`src/rtl/fifo_ram_ctrl_pkg.sv`:
```
// Shared types and helpers for the FWFT FIFO controller that fronts an external dual-port RAM.
// Optional error flags are enabled with the FIFO_RAM_CTRL_ERR_FLAG_EN macro in the top level.
package fifo_ram_pkg;

    localparam int ADDR_WIDTH_DEF = 5;
    localparam int DATA_WIDTH_DEF = 32;

    function automatic int depth_of(input int addr_width);
        return 1 << addr_width;
    endfunction

    // Pointers carry one extra wrap bit so full and empty are distinguishable.
    typedef logic [ADDR_WIDTH_DEF:0] ptr_t;
    typedef logic [1:0]              buf_cnt_t;

endpackage

```
`src/rtl/fifo_ram_ctrl_if.sv`:
```
// RAM-side bus between the FIFO controller (master) and the external dual-port RAM (slave).
// The RAM returns registered read data one cycle after ram_raddr is presented.
interface fifo_ram_if #(
    parameter int ADDR_WIDTH = 5,
    parameter int DATA_WIDTH = 32
);
    logic [ADDR_WIDTH-1:0] ram_waddr;
    logic [ADDR_WIDTH-1:0] ram_raddr;
    logic [DATA_WIDTH-1:0] ram_din;
    logic                  ram_write_en;
    logic [DATA_WIDTH-1:0] ram_dout;

    modport master (
        output ram_waddr,
        output ram_raddr,
        output ram_din,
        output ram_write_en,
        input  ram_dout
    );

    modport slave (
        input  ram_waddr,
        input  ram_raddr,
        input  ram_din,
        input  ram_write_en,
        output ram_dout
    );
endinterface

```
`src/rtl/fifo_ram_ctrl_prefetch_buf.sv`:
```
// Two-entry prefetch buffer: b0 is the FIFO head, b1 the next word.
// A pop shifts b1 into b0 before the incoming RAM word lands in the first free slot.
module fifo_prefetch_buf
    import fifo_ram_pkg::*;
#(
    parameter int DATA_WIDTH = 32
) (
    input  logic                  clk,
    input  logic                  reset_n,
    input  logic                  sync_reset,
    input  logic                  pop_acc,
    input  logic                  capture,
    input  logic [DATA_WIDTH-1:0] din,
    output logic [DATA_WIDTH-1:0] head,
    output buf_cnt_t              buf_cnt
);

    logic [DATA_WIDTH-1:0] b0, b1, b0_next, b1_next;
    buf_cnt_t              cnt_after_pop, cnt_next;

    always_comb begin
        cnt_after_pop = buf_cnt - {1'b0, pop_acc};
        b0_next       = pop_acc ? b1 : b0;
        b1_next       = b1;
        cnt_next      = cnt_after_pop;
        if (capture) begin
            if (cnt_after_pop == 2'd0) begin
                b0_next = din;
            end else begin
                b1_next = din;
            end
            cnt_next = cnt_after_pop + 2'd1;
        end
    end

    always_ff @(posedge clk or negedge reset_n) begin
        if (!reset_n) begin
            b0      <= '0;
            b1      <= '0;
            buf_cnt <= '0;
        end else if (sync_reset) begin
            b0      <= '0;
            b1      <= '0;
            buf_cnt <= '0;
        end else begin
            b0      <= b0_next;
            b1      <= b1_next;
            buf_cnt <= cnt_next;
        end
    end

    assign head = b0;

endmodule

```
`src/rtl/fifo_ram_ctrl.sv`:
```
// First-word-fall-through FIFO controller driving an external 1-cycle-latency dual-port RAM.
// Define FIFO_RAM_CTRL_ERR_FLAG_EN to add sticky overflow/underflow outputs.
module fifo_ram_ctrl
    import fifo_ram_pkg::*;
#(
    parameter int ADDR_WIDTH = ADDR_WIDTH_DEF,
    parameter int DATA_WIDTH = DATA_WIDTH_DEF
) (
    input  logic                  clk,
    input  logic                  reset_n,
    input  logic                  sync_reset,
    input  logic                  push,
    input  logic [DATA_WIDTH-1:0] push_data,
    output logic                  full,
    input  logic                  pop,
    output logic [DATA_WIDTH-1:0] pop_data,
    output logic                  empty,
    output logic [ADDR_WIDTH+1:0] count,
    fifo_ram_if.master            ram
`ifdef FIFO_RAM_CTRL_ERR_FLAG_EN
    ,
    output logic                  overflow,
    output logic                  underflow
`endif
);

    localparam int DEPTH = depth_of(ADDR_WIDTH);

    logic [ADDR_WIDTH:0] wr_ptr, rd_ptr, ram_cnt;
    logic                rd_pending;
    buf_cnt_t            buf_cnt;
    logic                push_acc, pop_acc, rd_issue;
    logic [2:0]          demand;

    assign ram_cnt = wr_ptr - rd_ptr;
    assign full    = (ram_cnt == (ADDR_WIDTH+1)'(DEPTH));
    assign empty   = (buf_cnt == 2'd0);

    // A flushing or resetting cycle must not touch the RAM or the pointers.
    assign push_acc = push & ~full & ~sync_reset & reset_n;
    assign pop_acc  = pop & ~empty & ~sync_reset;

    // Words already owed to the buffer after this cycle's pop; keep at most two.
    assign demand   = {1'b0, buf_cnt} + {2'b00, rd_pending} - {2'b00, pop_acc};
    assign rd_issue = (ram_cnt != '0) & (demand < 3'd2) & ~sync_reset;

    assign ram.ram_write_en = push_acc;
    assign ram.ram_waddr    = wr_ptr[ADDR_WIDTH-1:0];
    assign ram.ram_din      = push_data;
    assign ram.ram_raddr    = rd_ptr[ADDR_WIDTH-1:0];

    assign count = (ADDR_WIDTH+2)'(ram_cnt) + (ADDR_WIDTH+2)'(rd_pending)
                 + (ADDR_WIDTH+2)'(buf_cnt);

    always_ff @(posedge clk or negedge reset_n) begin
        if (!reset_n) begin
            wr_ptr     <= '0;
            rd_ptr     <= '0;
            rd_pending <= 1'b0;
        end else if (sync_reset) begin
            wr_ptr     <= '0;
            rd_ptr     <= '0;
            rd_pending <= 1'b0;
        end else begin
            if (push_acc) begin
                wr_ptr <= wr_ptr + 1'b1;
            end
            if (rd_issue) begin
                rd_ptr <= rd_ptr + 1'b1;
            end
            rd_pending <= rd_issue;
        end
    end

    fifo_prefetch_buf #(
        .DATA_WIDTH(DATA_WIDTH)
    ) u_prefetch_buf (
        .clk       (clk),
        .reset_n   (reset_n),
        .sync_reset(sync_reset),
        .pop_acc   (pop_acc),
        .capture   (rd_pending),
        .din       (ram.ram_dout),
        .head      (pop_data),
        .buf_cnt   (buf_cnt)
    );

`ifdef FIFO_RAM_CTRL_ERR_FLAG_EN
    always_ff @(posedge clk or negedge reset_n) begin
        if (!reset_n) begin
            overflow  <= 1'b0;
            underflow <= 1'b0;
        end else if (sync_reset) begin
            overflow  <= 1'b0;
            underflow <= 1'b0;
        end else begin
            overflow  <= overflow | (push & full);
            underflow <= underflow | (pop & empty);
        end
    end
`endif

endmodule

```
`src/flat_wrapper.sv`:
```
// flat-port wrapper written by rule: the top's interface ports become plain ports
module fifo_ram_ctrl_flat import fifo_ram_pkg::*;
#(
    parameter int ADDR_WIDTH = ADDR_WIDTH_DEF,
    parameter int DATA_WIDTH = DATA_WIDTH_DEF
)
  (clk, reset_n, sync_reset, push, push_data, full, pop, pop_data, empty, count, ram_ram_waddr, ram_ram_raddr, ram_ram_din, ram_ram_write_en, ram_ram_dout);
  fifo_ram_if #(.ADDR_WIDTH(ADDR_WIDTH), .DATA_WIDTH(DATA_WIDTH)) ram_i ();
  input  logic clk;
  input  logic reset_n;
  input  logic sync_reset;
  input  logic push;
  input  logic [DATA_WIDTH-1:0] push_data;
  output logic full;
  input  logic pop;
  output logic [DATA_WIDTH-1:0] pop_data;
  output logic empty;
  output logic [ADDR_WIDTH+1:0] count;
  output wire logic [$bits(ram_i.ram_waddr)-1:0] ram_ram_waddr;
  output wire logic [$bits(ram_i.ram_raddr)-1:0] ram_ram_raddr;
  output wire logic [$bits(ram_i.ram_din)-1:0] ram_ram_din;
  output wire logic [$bits(ram_i.ram_write_en)-1:0] ram_ram_write_en;
  input wire logic [$bits(ram_i.ram_dout)-1:0] ram_ram_dout;
  assign ram_ram_waddr = ram_i.ram_waddr;
  assign ram_ram_raddr = ram_i.ram_raddr;
  assign ram_ram_din = ram_i.ram_din;
  assign ram_ram_write_en = ram_i.ram_write_en;
  assign ram_i.ram_dout = ram_ram_dout;
  fifo_ram_ctrl #(.ADDR_WIDTH(ADDR_WIDTH), .DATA_WIDTH(DATA_WIDTH)) u_core (.clk(clk), .reset_n(reset_n), .sync_reset(sync_reset), .push(push), .push_data(push_data), .full(full), .pop(pop), .pop_data(pop_data), .empty(empty), .count(count), .ram(ram_i));
endmodule
```
`config.mk`:
```
export PLATFORM = sky130hd
export DESIGN_NAME = fifo_ram_ctrl_flat
export DESIGN_NICKNAME = d
export VERILOG_FILES = /design/src/rtl/fifo_ram_ctrl_pkg.sv /design/src/rtl/fifo_ram_ctrl_if.sv /design/src/rtl/fifo_ram_ctrl_prefetch_buf.sv /design/src/rtl/fifo_ram_ctrl.sv /design/src/flat_wrapper.sv
export SDC_FILE = /design/constraint.sdc
export NUM_CORES = 1
export LEC_CHECK = 0
export CAP_MARGIN = 25
export CORE_MARGIN = 3
export CORE_UTILIZATION = 45
export CTS_BUF_LIST = sky130_fd_sc_hd__clkbuf_16
export DETAILED_ROUTE_END_ITERATION = 8
export PLACE_DENSITY = 0.88
export SLEW_MARGIN = 10
export SYNTH_ARGS = -nofsm -noshare
export SYNTH_HDL_FRONTEND = slang
export SYNTH_SLANG_ARGS = --single-unit
```
`constraint.sdc`:
```
create_clock -name clk -period 5.98 [get_ports clk]
set_input_delay 1.495 -clock clk [delete_from_list [all_inputs] [get_ports clk]]
set_output_delay 1.495 -clock clk [all_outputs]
set_load 0.01 [all_outputs]
```
# After elaboration in Yosys (flattened, before gate mapping)
# Cells that the tools add are included.
# word_totals
ff_bits	79
input_bits	69
output_inout_bits	84
# op_classes
n_addsub	9
magnitude_cmp	1
n_eq_ne	2
n_mux	14
bitwise_logic	10
n_reduce_logical	7
# ops
cell	n
$mux 32	7
$mux 6	4
$add 6x1->6 const B	2
$add 6x1->7	1
$add 7x2->7	1
$and 1x1->1	7
$eq 6x6->1 const B	1
$reduce_bool 2->1	3
$reduce_bool 6->1	1
$sub 6x6->6	1
$logic_not 2->1	2
$mux 2	2
$add 2x1->3	1
$lt 3x2->1 const B	1
$not 1->1	3
$sub 3x1->3	1
$add 2x1->2 const B	1
$ne 2x2->1 const B	1
$reduce_and 2->1	1
$sub 2x1->2	1
$mux 1	1

# Longest topological paths before layout
# depth
depth_word	10
ltp_mapped	12
ltp_nobuf	10

# By module
# A second synthesis with hierarchy kept.
# hier_totals
hier_cells	407
area_unflattened_um2	4381.7
# modules_own_cells
mod	n_inst	cells_each	area_each_um2	seq_area_each_um2
fifo_prefetch_buf	1	228	2864.0	1651.6
fifo_ram_ctrl	1	179	1517.7	325.3

# Least setup slack after synthesis
# No wires, ideal clock.
# synth_path
kind	input to register
from	in sync_reset
to	reg u_core.rd_ptr[5]
setup_time_ns	0.078
arrival_time_ns	3.990
path_slack_ns	1.912
path_stages	10
path_buffers	2
cell_sequence	nor3b_1 clkbuf_1 buf_2 ha_1 nand2b_1 fa_1 xnor2_1 nand4_1 or4_1 a21oi_1
# synth_via
elab_chain_len	7
# synth_rtl
item	line	text
from (decl)	flat_wrapper.sv:11	input logic sync_reset;
$not 1->1	fifo_ram_ctrl.sv:41, fifo_ram_ctrl.sv:45	
$and 1x1->1	fifo_ram_ctrl.sv:41	assign pop_acc = pop & ~empty & ~sync_reset;
$sub 3x1->3	fifo_ram_ctrl.sv:44	assign demand = {1'b0, buf_cnt} + {2'b00, rd_pending} - {2'b00, pop_acc};
$lt 3x2->1	fifo_ram_ctrl.sv:45	assign rd_issue = (ram_cnt != '0) & (demand < 3'd2) & ~sync_reset;
$and 1x1->1 (2 in series)	fifo_ram_ctrl.sv:45	
$reduce_bool 2->1 (no source line)	-	
to (signal assigned)	fifo_ram_ctrl.sv:69	rd_ptr <= rd_ptr + 1'b1;
to (decl)	fifo_ram_ctrl.sv:29	logic [ADDR_WIDTH:0] wr_ptr, rd_ptr, ram_cnt;
# Several ways; a longest one is shown, not always the timed one.
# A chain may end at the register's enable or synchronous reset.

# Worst setup path after layout
# layout_path
from	reg u_core.wr_ptr[0]
to	out ram_ram_write_en
# layout_via
elab_chain_len	6
# layout_rtl
item	line	text
from (decl)	fifo_ram_ctrl.sv:29	
from (signal assigned)	fifo_ram_ctrl.sv:66	wr_ptr <= wr_ptr + 1'b1;
$sub 6x6->6	fifo_ram_ctrl.sv:35	assign ram_cnt = wr_ptr - rd_ptr;
$eq 6x6->1	fifo_ram_ctrl.sv:36	assign full = (ram_cnt == (ADDR_WIDTH+1)'(DEPTH));
$not 1->1	fifo_ram_ctrl.sv:40	assign push_acc = push & ~full & ~sync_reset & reset_n;
$and 1x1->1 (3 in series)	fifo_ram_ctrl.sv:40	
to (decl)	flat_wrapper.sv:22	output wire logic [$bits(ram_i.ram_write_en)-1:0] ram_ram_write_en;
# Every way passes these cells.

==> flow_metrics.env <==
export IMPL_outcome="completed"
export IMPL_cp_end_kind="primary output"
export IMPL_clk_pin_slew_ns=0.06
export IMPL_fp_dieH_um=104
export IMPL_worst_slack_ns=1.23
export IMPL_synth_area_per_cell_um2=10.6
export IMPL_synth_common_cells="dfrtp_1, nor2_1, buf_4"
export IMPL_synth_cells=407
export IMPL_synth_net_count=491
export IMPL_post_route_min_period_ns=4.75
export IMPL_grt_pass1_wl_um=16200
export IMPL_hpwl_um=6410
export IMPL_first_global_vias=3295
export IMPL_cts_made_buffers=9
export IMPL_num_vias=3201
export IMPL_max_freq_mhz=210
export IMPL_postCtsSetupBuffers=0
export IMPL_wire_per_inst_um=16.6
export IMPL_cts_hold_buf=0
export IMPL_root_buffer="clkbuf_16"
export IMPL_grt_max_degree=82
export IMPL_grt_setup_unrepaired="false"
export IMPL_grtUsageTotal=0.181
export IMPL_slew_violations=0
export IMPL_fin_util=0.580
export IMPL_synthMostInstantiatedCell="dfrtp_1"
export IMPL_critical_path_class="flop to primary output"
export IMPL_start_util=0.465
export IMPL_core_um2=9280
export IMPL_synth_edf_count=0
export IMPL_drt_iter0_drc=118
export IMPL_power_density_nw_per_um2=488
export IMPL_clock_sinks=79
export IMPL_drtAntennaViolNets=0
export IMPL_drt_first_pass_iters=4
export IMPL_ir_worst_vdd_uv=205
export IMPL_cp_max_fo=10
export IMPL_yosys_most_used_dff="dfrtp_1"
export IMPL_regArea_um2=1980
export IMPL_synth_top_area_cell="dfrtp_1"
export IMPL_drive_above_1_share=0.0796
export IMPL_drv_cap=0
export IMPL_p_leak_nw=2.25
export IMPL_yosys_top_cells_area="dfrtp_1, mux2i_1, buf_4"
export IMPL_synth_cell_types=44
export IMPL_ios=153
export IMPL_fin_nets=532
export IMPL_relSlewSlack=0.389
export IMPL_timing_hold_violations_final=0
export IMPL_wirelength_um=9630
export IMPL_num_antenna_cells=0
export IMPL_post_place_ws_ns=1.26
export IMPL_die_area_um2=10800
export IMPL_p_total_mw=2.63
export IMPL_synth_seq_area_share=0.458
export IMPL_fin_hold_ws_ns=0.506
export IMPL_grt_overflow=0
export IMPL_setup_viol_count_final=0
export IMPL_synthArstFlopShare=1.00
export IMPL_row_count=35
export IMPL_die_w_um=104
export IMPL_hold_path_class="flop to flop"
export IMPL_synth_seq_cells=79
export IMPL_tightest_slew_ns=0.914
export IMPL_worst_setup_path_start_kind="flop"
export IMPL_yosysWarnings=0
export IMPL_min_period_over_period=0.795
export IMPL_clk_latency_ns=0.33
export IMPL_port_buffers=88
export IMPL_area_growth_pct=24.6
export IMPL_htreeDepth=3
export IMPL_multi_input_area_um2=1910
export IMPL_tns_ns=0
export IMPL_drc_errors=0
export IMPL_netlist_area_leader_share=0.458
export IMPL_skew_ns=0.00748
export IMPL_vias_per_cell=5.51
export IMPL_cts_tree="built"
export IMPL_nFillCells=782
export IMPL_arrival_ns=3.26
export IMPL_syn_cell_area_um2=4320
export IMPL_clock_path_buffers=2
export IMPL_gp_congestion=0.844
export IMPL_antenna_found_initial=0
export IMPL_ctsResizeCount=0
export IMPL_required_ns=4.49
==> path summary, 6_finish.rpt <==
kind,start,endpoint,slack (ns),depth (start not counted)
worst max-delay path,u_core.wr_ptr[0],ram_ram_write_en,1.23,9
worst min-delay path,u_core.u_prefetch_buf.b1[1],u_core.u_prefetch_buf.b1[1],0.51,1
worst max register to register,u_core.u_prefetch_buf.buf_cnt[1],u_core.rd_ptr[5],2.51,10
worst min register to register,u_core.u_prefetch_buf.b1[1],u_core.u_prefetch_buf.b1[1],0.51,1
max in group asynchronous,reset_n,u_core.u_prefetch_buf.head[18],4.17,3
min in group asynchronous,reset_n,u_core.wr_ptr[4],1.22,2
==> critical path: stages (launching register included) <==
cell             delay, ns
dfrtp_1               0.41
inv_1                 0.09
ha_1                  0.22
fa_1                  0.45
xnor2_1               0.27
nor4_1                0.08
mux2i_1               0.49
a211oi_4              0.15
nor3_1                0.20
clkdlybuf4s50_1       0.56
==> where the power goes <==
part | switching [mW] | total [mW] | leakage [nW] | internal, mW
Sequential | 0.122 | 0.823 | 1.07 | 0.702
Clock | 0.218 | 0.584 | 0.149 | 0.366
Combinational | 0.613 | 1.22 | 1.03 | 0.607
Total | 0.953 | 2.63 | 2.25 | 1.67
==> routing by layer <==
metal  track usage  vias to the layer above  share of wire  wire length (um)
met2         0.295                      115           0.49              4720
met3        0.0348                       24          0.050               483
li1              -                     1488              -                 -
met4        0.0636                        0          0.018               172
met1         0.241                     1574           0.44              4260
met5             0                        -              0                 0
==> flip-flops by register name, indices dropped and copies added, names as in the netlist <==
| name | flops |
|---|---|
| u_core.u_prefetch_buf.buf_cnt | 2 |
| u_core.u_prefetch_buf.head | 32 |
| u_core.rd_pending | 1 |
| u_core.rd_ptr | 6 |
| u_core.wr_ptr | 6 |
| u_core.u_prefetch_buf.b1 | 32 |
==> area by class of cell <==
class,count,area share
Sequential cell,79,0.367
Multi-Input combinational cell,250,0.355
Timing Repair Buffer,95,0.179
Clock buffer,9,0.0419
Tap cell,129,0.0300
Clock inverter,6,0.0172
Inverter,13,0.00907
==> placed cells by master, fill, tap and decap left out, drive strengths merged <==
master          n
buf             9
inv            15
nand2b          2
o41ai           2
o21ai           6
o31ai           2
xnor2           5
xor2            7
and4            1
nor2           51
clkbuf          9
nand4           1
nand3           5
a21oi          10
o32a            1
or2             2
bufinv          2
fa              4
or4b            1
or3             6
a22o           32
nor2b           3
nand2           9
o2111a          1
o22ai           1
nor4            3
clkinvlp        2
mux2            4
clkdlybuf4s50  86
o21a            3
dfrtp          79
o32ai           1
nor3            6
and2            1
ha             11
nor3b           2
a211oi         33
mux2i          33
or4             1
==> stage by stage <==
| step | cells | cell area (um2) |
|---|---|---|
| floorplan | 407 | 4320 |
| global placement | 564 | 5010 |
| detailed placement | 565 | 5040 |
| CTS | 580 | 5350 |
| global route | 581 | 5380 |
| finish | 581 | 5380 |
==> cells by family after synthesis <==
group | count (synthesis) | synth area share
DFF | 79 | 0.458
buffers and inverters | 78 | 0.105
adders and majority gates | 15 | 0.0504
AOI/OAI and AO/OA | 92 | 0.168
muxes | 37 | 0.0869
xor gates and xnor gates | 12 | 0.0261
and+or+nand+nor | 94 | 0.106
Note: power is estimated with default switching activity, not from simulation.
